**src/rtl/dm_arbiter.sv**
```systemverilog
// dm_arbiter: two-master arbiter and three-state access sequencer in front of
// a single-port word data memory. Master 0 is the CPU load/store port and
// master 1 is a secondary agent. Misaligned accesses are refused without
// touching memory. Every completion is reported with a one-cycle ack.
module dm_arbiter #(
  parameter int FIXED_PRIO = 0,
  parameter int ADDR_W     = 32
) (
  input  logic              clk,
  input  logic              reset,
  input  logic              m0_req,
  input  logic              m0_we,
  input  logic [ADDR_W-1:0] m0_addr,
  input  logic [31:0]       m0_wdata,
  input  logic [31:0]       m0_pc,
  output logic              m0_ack,
  output logic              m0_err,
  output logic [31:0]       m0_rdata,
  input  logic              m1_req,
  input  logic              m1_we,
  input  logic [ADDR_W-1:0] m1_addr,
  input  logic [31:0]       m1_wdata,
  input  logic [31:0]       m1_pc,
  output logic              m1_ack,
  output logic              m1_err,
  output logic [31:0]       m1_rdata,
  output logic              mem_MemWrite,
  output logic              mem_MemRead,
  output logic [ADDR_W-1:0] mem_addr,
  output logic [31:0]       mem_WriteData,
  output logic [31:0]       mem_PC,
  input  logic [31:0]       mem_ReadData
);

  typedef enum logic [1:0] {
    IDLE   = 2'd0,
    ACCESS = 2'd1,
    RESP   = 2'd2
  } state_t;

  state_t            state_r;
  state_t            state_s;

  // Latched transaction, owned from the accepting edge until the ack cycle.
  logic              owner_r;
  logic              we_r;
  logic [ADDR_W-1:0] addr_r;
  logic [31:0]       wdata_r;
  logic [31:0]       pc_r;
  logic [31:0]       rdata_r;
  logic              err_r;
  logic              m0_ack_r;
  logic              m1_ack_r;
  logic              mem_write_r;
  logic              mem_read_r;
  // Master granted most recently; 1 after reset so master 0 wins the first tie.
  logic              last_r;

  logic              any_req_s;
  logic              grant_s;
  logic              sel_we_s;
  logic              sel_mis_s;
  logic [ADDR_W-1:0] sel_addr_s;
  logic [31:0]       sel_wdata_s;
  logic [31:0]       sel_pc_s;

  // Pick the winner among the current requesters.
  always_comb begin
    any_req_s = m0_req | m1_req;
    grant_s   = 1'b0;
    if (m0_req && m1_req) begin
      if (FIXED_PRIO != 0) begin
        grant_s = 1'b0;
      end else begin
        // Tie: the master that was not granted last takes this slot.
        grant_s = ~last_r;
      end
    end else if (m1_req) begin
      grant_s = 1'b1;
    end else begin
      grant_s = 1'b0;
    end
  end

  // Route the winner's request fields.
  always_comb begin
    sel_we_s    = 1'b0;
    sel_addr_s  = '0;
    sel_wdata_s = 32'h0000_0000;
    sel_pc_s    = 32'h0000_0000;
    if (grant_s) begin
      sel_we_s    = m1_we;
      sel_addr_s  = m1_addr;
      sel_wdata_s = m1_wdata;
      sel_pc_s    = m1_pc;
    end else begin
      sel_we_s    = m0_we;
      sel_addr_s  = m0_addr;
      sel_wdata_s = m0_wdata;
      sel_pc_s    = m0_pc;
    end
    sel_mis_s = (sel_addr_s[1:0] != 2'b00);
  end

  // Next-state logic of the access sequencer.
  always_comb begin
    state_s = state_r;
    case (state_r)
      IDLE: begin
        if (any_req_s) begin
          if (sel_mis_s) begin
            state_s = RESP;
          end else begin
            state_s = ACCESS;
          end
        end else begin
          state_s = IDLE;
        end
      end
      ACCESS:  state_s = RESP;
      RESP:    state_s = IDLE;
      default: state_s = IDLE;
    endcase
  end

  // State register.
  always_ff @(posedge clk) begin
    if (reset) begin
      state_r <= IDLE;
    end else begin
      state_r <= state_s;
    end
  end

  // Transaction latch, memory strobes, read capture and completion flags.
  always_ff @(posedge clk) begin
    if (reset) begin
      owner_r     <= 1'b0;
      we_r        <= 1'b0;
      addr_r      <= '0;
      wdata_r     <= 32'h0000_0000;
      pc_r        <= 32'h0000_0000;
      rdata_r     <= 32'h0000_0000;
      err_r       <= 1'b0;
      m0_ack_r    <= 1'b0;
      m1_ack_r    <= 1'b0;
      mem_write_r <= 1'b0;
      mem_read_r  <= 1'b0;
      last_r      <= 1'b1;
    end else begin
      m0_ack_r    <= 1'b0;
      m1_ack_r    <= 1'b0;
      mem_write_r <= 1'b0;
      mem_read_r  <= 1'b0;
      case (state_r)
        IDLE: begin
          if (any_req_s) begin
            owner_r <= grant_s;
            we_r    <= sel_we_s;
            addr_r  <= sel_addr_s;
            wdata_r <= sel_wdata_s;
            pc_r    <= sel_pc_s;
            last_r  <= grant_s;
            if (sel_mis_s) begin
              // Refused: go straight to the response with err.
              err_r    <= 1'b1;
              m0_ack_r <= ~grant_s;
              m1_ack_r <= grant_s;
            end else begin
              err_r       <= 1'b0;
              mem_write_r <= sel_we_s;
              mem_read_r  <= ~sel_we_s;
            end
          end
        end
        ACCESS: begin
          // Writes leave rdata untouched so the ack returns the old value.
          if (!we_r) begin
            rdata_r <= mem_ReadData;
          end
          err_r    <= 1'b0;
          m0_ack_r <= ~owner_r;
          m1_ack_r <= owner_r;
        end
        RESP: begin
          err_r <= err_r;
        end
        default: begin
          err_r <= 1'b0;
        end
      endcase
    end
  end

  // Strobes and acks are gated by reset so an aborted access never lands.
  assign mem_MemWrite  = mem_write_r & ~reset;
  assign mem_MemRead   = mem_read_r & ~reset;
  assign mem_addr      = addr_r;
  assign mem_WriteData = wdata_r;
  assign mem_PC        = pc_r;

  assign m0_ack   = m0_ack_r & ~reset;
  assign m1_ack   = m1_ack_r & ~reset;
  assign m0_err   = err_r & m0_ack_r & ~reset;
  assign m1_err   = err_r & m1_ack_r & ~reset;
  assign m0_rdata = rdata_r;
  assign m1_rdata = rdata_r;

endmodule
```
**config.mk**
```make
export PLATFORM = sky130hd
export DESIGN_NAME = dm_arbiter
export DESIGN_NICKNAME = d
export VERILOG_FILES = /design/src/rtl/dm_arbiter.sv
export SDC_FILE = /design/constraint.sdc
export NUM_CORES = 1
export LEC_CHECK = 0
export BUFFER_PORTS_ARGS = -buffer_cell sky130_fd_sc_hd__buf_4
export CELL_PAD_IN_SITES_DETAIL_PLACEMENT = 0
export CELL_PAD_IN_SITES_GLOBAL_PLACEMENT = 1
export CORE_UTILIZATION = 28
export CTS_CLUSTER_DIAMETER = 60
export DETAILED_ROUTE_END_ITERATION = 10
export PLACE_DENSITY_LB_ADDON = 0.1
export SYNTH_ARGS = -nofsm -noshare
export SYNTH_HDL_FRONTEND = slang
export SYNTH_SLANG_ARGS = --single-unit
```
**constraint.sdc**
```tcl
create_clock -name clk -period 1.2 [get_ports clk]
set_input_delay 0.18 -clock clk [delete_from_list [all_inputs] [get_ports clk]]
set_output_delay 0.18 -clock clk [all_outputs]
set_load 0.01 [all_outputs]
```
Word-level counts from Yosys, hierarchy flattened
Cells that the tools add are included.
Widths: inputs -> output; s select.
{"block": "word_totals", "reg_bits": 138, "out_inout_bits": 166}
{"block": "op_classes", "eq_ne": 3, "muxes": 18, "n_bitwise": 18, "reduce_logical": 7}
{"cell": "$mux 32", "count": 3}
{"cell": "$mux 1", "count": 9}
{"cell": "$not 1->1", "count": 9}
{"cell": "$and 1x1->1", "count": 8}
{"cell": "$pmux 1 s2", "count": 3}
{"cell": "$reduce_and 2->1", "count": 3}
{"cell": "$mux 2", "count": 2}
{"cell": "$pmux 2 s2", "count": 1}
{"cell": "$reduce_or 4->1", "count": 1}
{"cell": "$eq 2x1->1 const B", "count": 1}
{"cell": "$eq 2x2->1 const B", "count": 1}
{"cell": "$logic_not 2->1", "count": 1}
{"cell": "$ne 2x2->1 const B", "count": 1}
{"cell": "$reduce_bool 2->1", "count": 1}
{"cell": "$logic_and 1x1->1", "count": 1}
{"cell": "$or 1x1->1", "count": 1}

Longest topological paths before layout
Gate-level depths: netlist of the first run.
{"block": "depth", "word_depth": 7, "depth_mapped": 6}

Worst setup path after synthesis of the first run
No wires, ideal clock.
{"block": "synth_timing", "kind": "reg-to-reg", "from": "register state_r[0]", "to": "register pc_r[27], in the netlist mem_PC[27]", "setup_ps": 146, "arrival_time_ps": 1182, "required_ps": 1054, "slack_ps": -128, "path_stages_with_launch": 6, "path_cell_list": "dfxtp_1 > buf_2 > nor3_4 > buf_2 > buf_4 > a211oi_2"}
{"block": "synth_between", "elab_chain_cells": 2}
{"item": "start: declaration", "line_no": "41", "text": "state_t state_r;"}
{"item": "start signal: assignment", "line_no": "131", "text": "state_r <= state_s;"}
{"item": "$logic_not 2->1", "line_no": "155", "text": "case (state_r)"}
{"item": "$reduce_and 2->1 (no line)"}
{"item": "end signal: assignment", "line_no": "162", "text": "pc_r <= sel_pc_s;"}
{"item": "end: declaration", "line_no": "49", "text": "logic [31:0] pc_r;"}
No other way between the ends.
A chain may end at the register's enable or synchronous reset.

Worst setup path in the final report of the first run
{"block": "layout_timing", "from": "register last_r", "to": "register pc_r[29], in the netlist mem_PC[29]"}
{"block": "layout_between", "elab_chain_cells": 3}
{"item": "start: declaration", "line_no": "57", "text": "logic last_r;"}
{"item": "start signal: assignment", "line_no": "163", "text": "last_r <= grant_s;"}
{"item": "$not 1->1", "line_no": "76", "text": "grant_s = ~last_r;"}
{"item": "$mux 1", "line_no": "71", "text": "if (m0_req && m1_req) begin"}
{"item": "$mux 32", "line_no": "91", "text": "if (grant_s) begin"}
No other way between the ends.

==> results of run 1 <==
[power breakdown]
group	leakage, nW	internal, mW	switching [mW]
combinational	3.90	3.04	2.46
sequential	1.15	5.10	0.313
clock	0.282	3.34	2.22
[layer usage]
layer,vias up,share of wire,wire (um)
met1,3240,0.41,10900
met2,238,0.51,13700
li1,3255,-,-
met4,0,0.016,429
met3,23,0.064,1700
met5,-,0,0
[what timing repair did]
| item | in CTS | in global routing |
|---|---|---|
| pin swaps | 60 | 59 |
| cloned | 9 | 8 |
| gates resized for setup | 128 | 208 |
| endpoints found under the hold margin | 28 | 1 |
| setup endpoints to repair | 141 | 157 |
| hold buffers | 28 | 1 |
| buffers inserted | 10 | 5 |
[Yosys cell counts]
master	instances	area, um^2
buf_4	34	255
o21bai_1	1	7.51
buf_1	1	3.75
nor2b_1	6	37.5
a221o_1	1	10.0
a21oi_1	130	651
o21a_1	1	7.51
a211oi_1	9	67.6
nor3b_2	1	12.5
or3b_1	2	17.5
a31o_1	1	8.76
nand3_1	1	5.00
o31ai_1	1	7.51
o311a_1	1	10.0
and2_1	3	18.8
a21boi_4	1	18.8
dfxtp_1	138	2760
nor3_4	1	16.3
nor3b_1	1	7.51
buf_2	37	185
or2_1	1	6.26
nor4_1	1	6.26
buf_6	13	146
nor2_2	1	6.26
a211oi_2	88	1100
nand2_1	67	251
a21boi_1	1	7.51
nor3_1	1	5.00
mux2i_1	98	981
clkbuf_1	14	52.6
nor2_1	6	22.5
[state kept, by name (all words and copies together) (netlist names)]
register,flops
m0_ack_r,1
mem_read_r,1
we_r,1
mem_write_r,1
owner_r,1
m0_rdata,32
mem_WriteData,32
state_r,2
mem_addr,32
mem_PC,32
err_r,1
last_r,1
m1_ack_r,1
[critical path: cells and delay by family, from the launching register on]
family | cells | cell delay, ps
flops | 1 | 340
compound gates | 2 | 250
mux | 1 | 230
buf+inv | 3 | 510
[final cells by class]
class                      count  area [um^2]
clock inverter                13          168
timing repair buffer         510         4690
tap                          319          399
fill                        2055        10600
sequential                   138         2810
multi-input combinational    425         4380
clock buffer                  18          439
[path summary, 6_finish.rpt]
| kind | from | endpoint | slack, ps | cells past startpoint |
|---|---|---|---|---|
| worst max register to register | last_r$_SDFFE_PP1P_ | mem_PC[29]$_SDFFE_PP0P_ | -250 | 6 |
| worst max-delay path | last_r$_SDFFE_PP1P_ | mem_PC[29]$_SDFFE_PP0P_ | -250 | 6 |
| worst min register to register | m0_rdata[15]$_SDFFE_PP0P_ | m0_rdata[15]$_SDFFE_PP0P_ | 470 | 2 |
| worst min-delay path | mem_ReadData[11] | m0_rdata[11]$_SDFFE_PP0P_ | 1 | 3 |
[cell families after synthesis]
family | after synthesis | share of synthesized area
compound gates | 235 | 0.283
simple gates | 92 | 0.0617
flops | 138 | 0.413
mux | 98 | 0.146
buf+inv | 99 | 0.0960
==> impl_results.md, run 1 <==
- Status: finished, violations left
- Failing checks: negative setup slack
- Die area: 24500 um^2
- Unrepaired setup endpoints after global routing: yes
- Relative slew slack: 0.672
- Synthesized area per cell: 10.1 um^2
- GR met1 Demand/Resource: 0.241
- Initial DRC count: 228
- Design Area, Final: 12900 um^2
- Routed WL per cell: 18.8 um
- Initial antenna violation count: 0
- Netlist cell types: 31
- CP cell instances: a21boi_4, buf_12, clkbuf_16, clkbuf_16, mux2i_4, a211oi_2
- CTS tree: done
- Pins Over Slew Limit: 0
- Power, Total: 16.5 mW
- Commonest non-fill, non-tap cell in the layout: buf_4
- Die W: 157 um
- Most used routing layer in global routing: met2
- Maxcap violations: 0
- Power Dens Cells: about 1300 nW/um^2
- Area after DPL: 10100 um^2
- Worst min-delay path category: in -> reg
- Worst slew pin tran: 491 ps
- CTS Buf Count: 17
- Placed cells: 1334
- Gr ovfl total: 0
- Total core area: 23500 um^2
- Post-synthesis sequential area ratio: 0.413
- Global Route Usage Sum: 0.204
- Syn Inst Count: 662
- Num ports: 396
- H-tree depth: 4
- Ratio of cells with drive above 1 in the final layout: 0.725
- Final setup fails: 140
- Net Count, Synth: 892
- Via count: 6756
- Number of global-route vias before repair: 6682
- I/O Buffers: 395
- Worst hold slack: 1.18 ps
- Vias/cell: 4.75
- Hold Violations, Final: 0
- Final min period: approximately 1500 ps
- Deepest clock path buffer count: 2
- Most frequent CP cell: clkbuf_16
- Synthesized flop and latch total: 138
- Routability cong.: 0.730
- Layout Utilization: 0.549
- Crit Path Max Fanout: 6
- Synthesized area: 6700 um^2
- Fmax: 689 MHz
- Worst setup EP type: register
- Drt total wl: 26.8 mm
- Worst Path Arrival: approximately 1800 ps
- Final worst slack: -252 ps
- Skew final: 11.3 ps
- # diodes: 0
- Worst-path clk slew: approximately 60 ps
- Max IR drop VDD: around 0.81 mV
- Max stage delay on crit path: between 300 and 400 ps
- DRT Pass-1 Iters: 4
- Clk_lat worst skew: ~430 ps
- Critical path class: reg -> reg
- Met3 Track Usage GR: 0.0568
- P&R area growth vs syn: 92.4%
- Synth warnings: 0
- Met2 GRT Util: 0.358
- Row cnt: 56
- Die Height: 157 um
- CTS Root Buffer Type: clkbuf_16
- Fin crit share: 1.21
- Post-Route Setup TNS: -23940 ps
- Most frequent cells in the layout: buf_4, dfxtp_1, a21oi_1, a211oi_2, mux2i_4
- First-pass GRT wire length: 37.8 mm
- Slowest CP cell: dfxtp_2
- Dpl hpwl: around 17 mm
- Largest net degree at the start of global routing: 58
- Layout Cells excl Fill: 1423
- Critical Path RT: between 1500 and 2000 ps
- Fin nets: about 1.3k
- DRC viols: 0
- Worst slack at placement: -223 ps
- P_leak: 5.34 nW
- Clock sink total: 138
- Setup crit start kind: register
- Post-route ant nets: 0
- Starting Density: 0.285
No activity file was read; power rests on OpenSTA's default activity.
==> inputs of run 2 (changes only) <==
Settings changed: CELL_PAD_IN_SITES_DETAIL_PLACEMENT 0 to 1, CELL_PAD_IN_SITES_GLOBAL_PLACEMENT 1 to 2, CORE_UTILIZATION 28 to 22.
==> run 2 against run 1 <==
The run still ends with negative setup slack left; non-clock buffer count rose by 2; die area up 27%; global-route usage fell by 2.5 points; critical path type unchanged; highest routed layer unchanged.
==> impl_results.md, run 2 (synthesis gave the netlist of run 1 again) <==
- FF-to-FF setup slack: -280 ps
- Worst setup EP type: register
- Ratio of cells with drive above 1 in the final layout: 0.708
- CTS Root Buffer Type: clkbuf_16
- Maxcap violations: 0
- Routability cong.: ~0.7
- Critical R2R Launch: last_r$_SDFFE_PP1P_
- # diodes: 0
- Relative slew slack: 0.700
- CTS Buf Count: 17
- Final min period: 1480 ps
- Deepest clock path buffer count: 2
- Worst Path Arrival: 1760 ps
- CTS tree: done
- Worst min-delay path category: in -> reg
- DRC viols: 0
- Power Dens Cells: 1290 nW/um^2
- Worst slew pin tran: 450 ps
- Starting Density: 0.225
- Final worst slack: -280 ps
- Initial DRC count: around 230
- Final setup fails: 140
- Num ports: 396
- Worst slack at placement: -334 ps
- Fin crit share: 1.23
- Fmax: 676 MHz
- Routed WL per cell: 19.4 um
- I/O Buffers: 395
- Global Route Usage Sum: 0.179
- Hold Violations, Final: 0
- Commonest non-fill, non-tap cell in the layout: buf_4
- Die area: 31100 um^2
- Worst-path clk slew: 70 ps
- Clk_lat worst skew: 420 ps
- Row cnt: 63
- Post-Route Setup TNS: -24330 ps
- Unrepaired setup endpoints after global routing: yes
- Drt total wl: 29.0 mm
- Via count: 6760
- Most frequent cells in the layout: buf_4, dfxtp_1, a21oi_1, a211oi_2, nand2_4
- Largest net degree at the start of global routing: 63
- Max IR drop VDD: approximately 0.78 mV
- Die Height: 176 um
- Number of global-route vias before repair: 7136
- FF/Latch Area: 2790 um^2
- Hold depth: 3
- Fin nets: 1324
- Gr ovfl total: 0
- Hold EP: m0_rdata[13]$_SDFFE_PP0P_
- Total core area: 29800 um^2
- Dpl hpwl: 19.6 mm
- P_leak: between 5 and 6 nW
- Filler cells: 3272
- H-tree depth: 4
- Critical Path RT: ~1500 ps
- Pins Over Slew Limit: 0
- Clock sink total: 138
- Critical path class: reg -> reg
- Multi-input logic area: 4310 um^2
- Setup crit start kind: register
- R2r endpoint: mem_addr[9]$_SDFFE_PP0P_
- Die W: between 150 and 200 um
- Reg2reg path depth: 6
- Post-route ant nets: 0
- Crit Path Max Fanout: 13
- First-pass GRT wire length: 42.5 mm
- Hold Startpoint: mem_ReadData[13]
- Initial antenna violation count: 0
- Skew final: ~15 ps
- Status: finished, violations left
- DRT Pass-1 Iters: 4
- Vias/cell: 4.52
- Failing checks: negative setup slack
- P&R area growth vs syn: 89.6%
- CP startpoint: last_r$_SDFFE_PP1P_
==> run 2: metal layers <==
metal  wire [um]  vias to the layer above  global-route usage
met5           0                        -                   0
met4         347                        0              0.0413
met3        1580                       13              0.0444
met2       15300                      208               0.327
met1       11800                     3294               0.209
li1            -                     3245                   -
==> run 2: repair_timing <==
item | in CTS | in global routing
hold buffers | 18 | 4
hold endpoints to repair | 18 | 4
cloned | 7 | 4
pin swaps | 49 | 50
setup endpoints to repair | 144 | 158
resized for setup | 118 | 165
buffers inserted | 18 | 13
==> run 2: final cells by class <==
type	instances	share of cell area
Sequential cell	138	0.219
Clock inverter	13	0.0132
Multi-Input combinational cell	425	0.339
Clock buffer	19	0.0341
Tap cell	390	0.0384
Timing Repair Buffer	512	0.356
==> run 2: through the flow <==
stage                util  hold slack [ps]  std cells  power [mW]  area, um^2
detailed placement  0.342              439       1406        9.95       10200
CTS                 0.397             1.90       1479        16.2       11800
global route        0.426            -1.55       1497        17.2       12700
finish              0.426             15.1       1497        16.4       12700
global placement    0.342              427       1406        9.93       10200
floorplan               -              316        662        7.77        6830
==> run 2: where the power goes <==
part	internal [mW]	switching (mW)	total, mW
registers	5.10	0.314	5.42
logic	2.92	2.49	5.41
clock network	3.30	2.28	5.58
total	11.3	5.08	16.4
==> run 2: worst max-delay path, cell delays in order (launching register included) <==
cell and delay (ps):
dfxtp_2 340, a21boi_4 200, buf_12 180, buf_16 170, buf_4 150, mux2i_2 220
a211oi_2 90
==> run 2: how the worst max path moves through the flow <==
stage | to | slack (ps) | cells past startpoint
final | mem_addr[9]$_SDFFE_PP0P_ | -280 | 6
after global routing | mem_addr[7]$_SDFFE_PP0P_ | -340 | 6
after CTS | mem_PC[5]$_SDFFE_PP0P_ | -300 | 6
after detailed placement | mem_PC[5]$_SDFFE_PP0P_ | -330 | 7
after global placement | mem_PC[5]$_SDFFE_PP0P_ | -300 | 7
after floorplan | m0_rdata[10]$_SDFFE_PP0P_ | -70 | 6
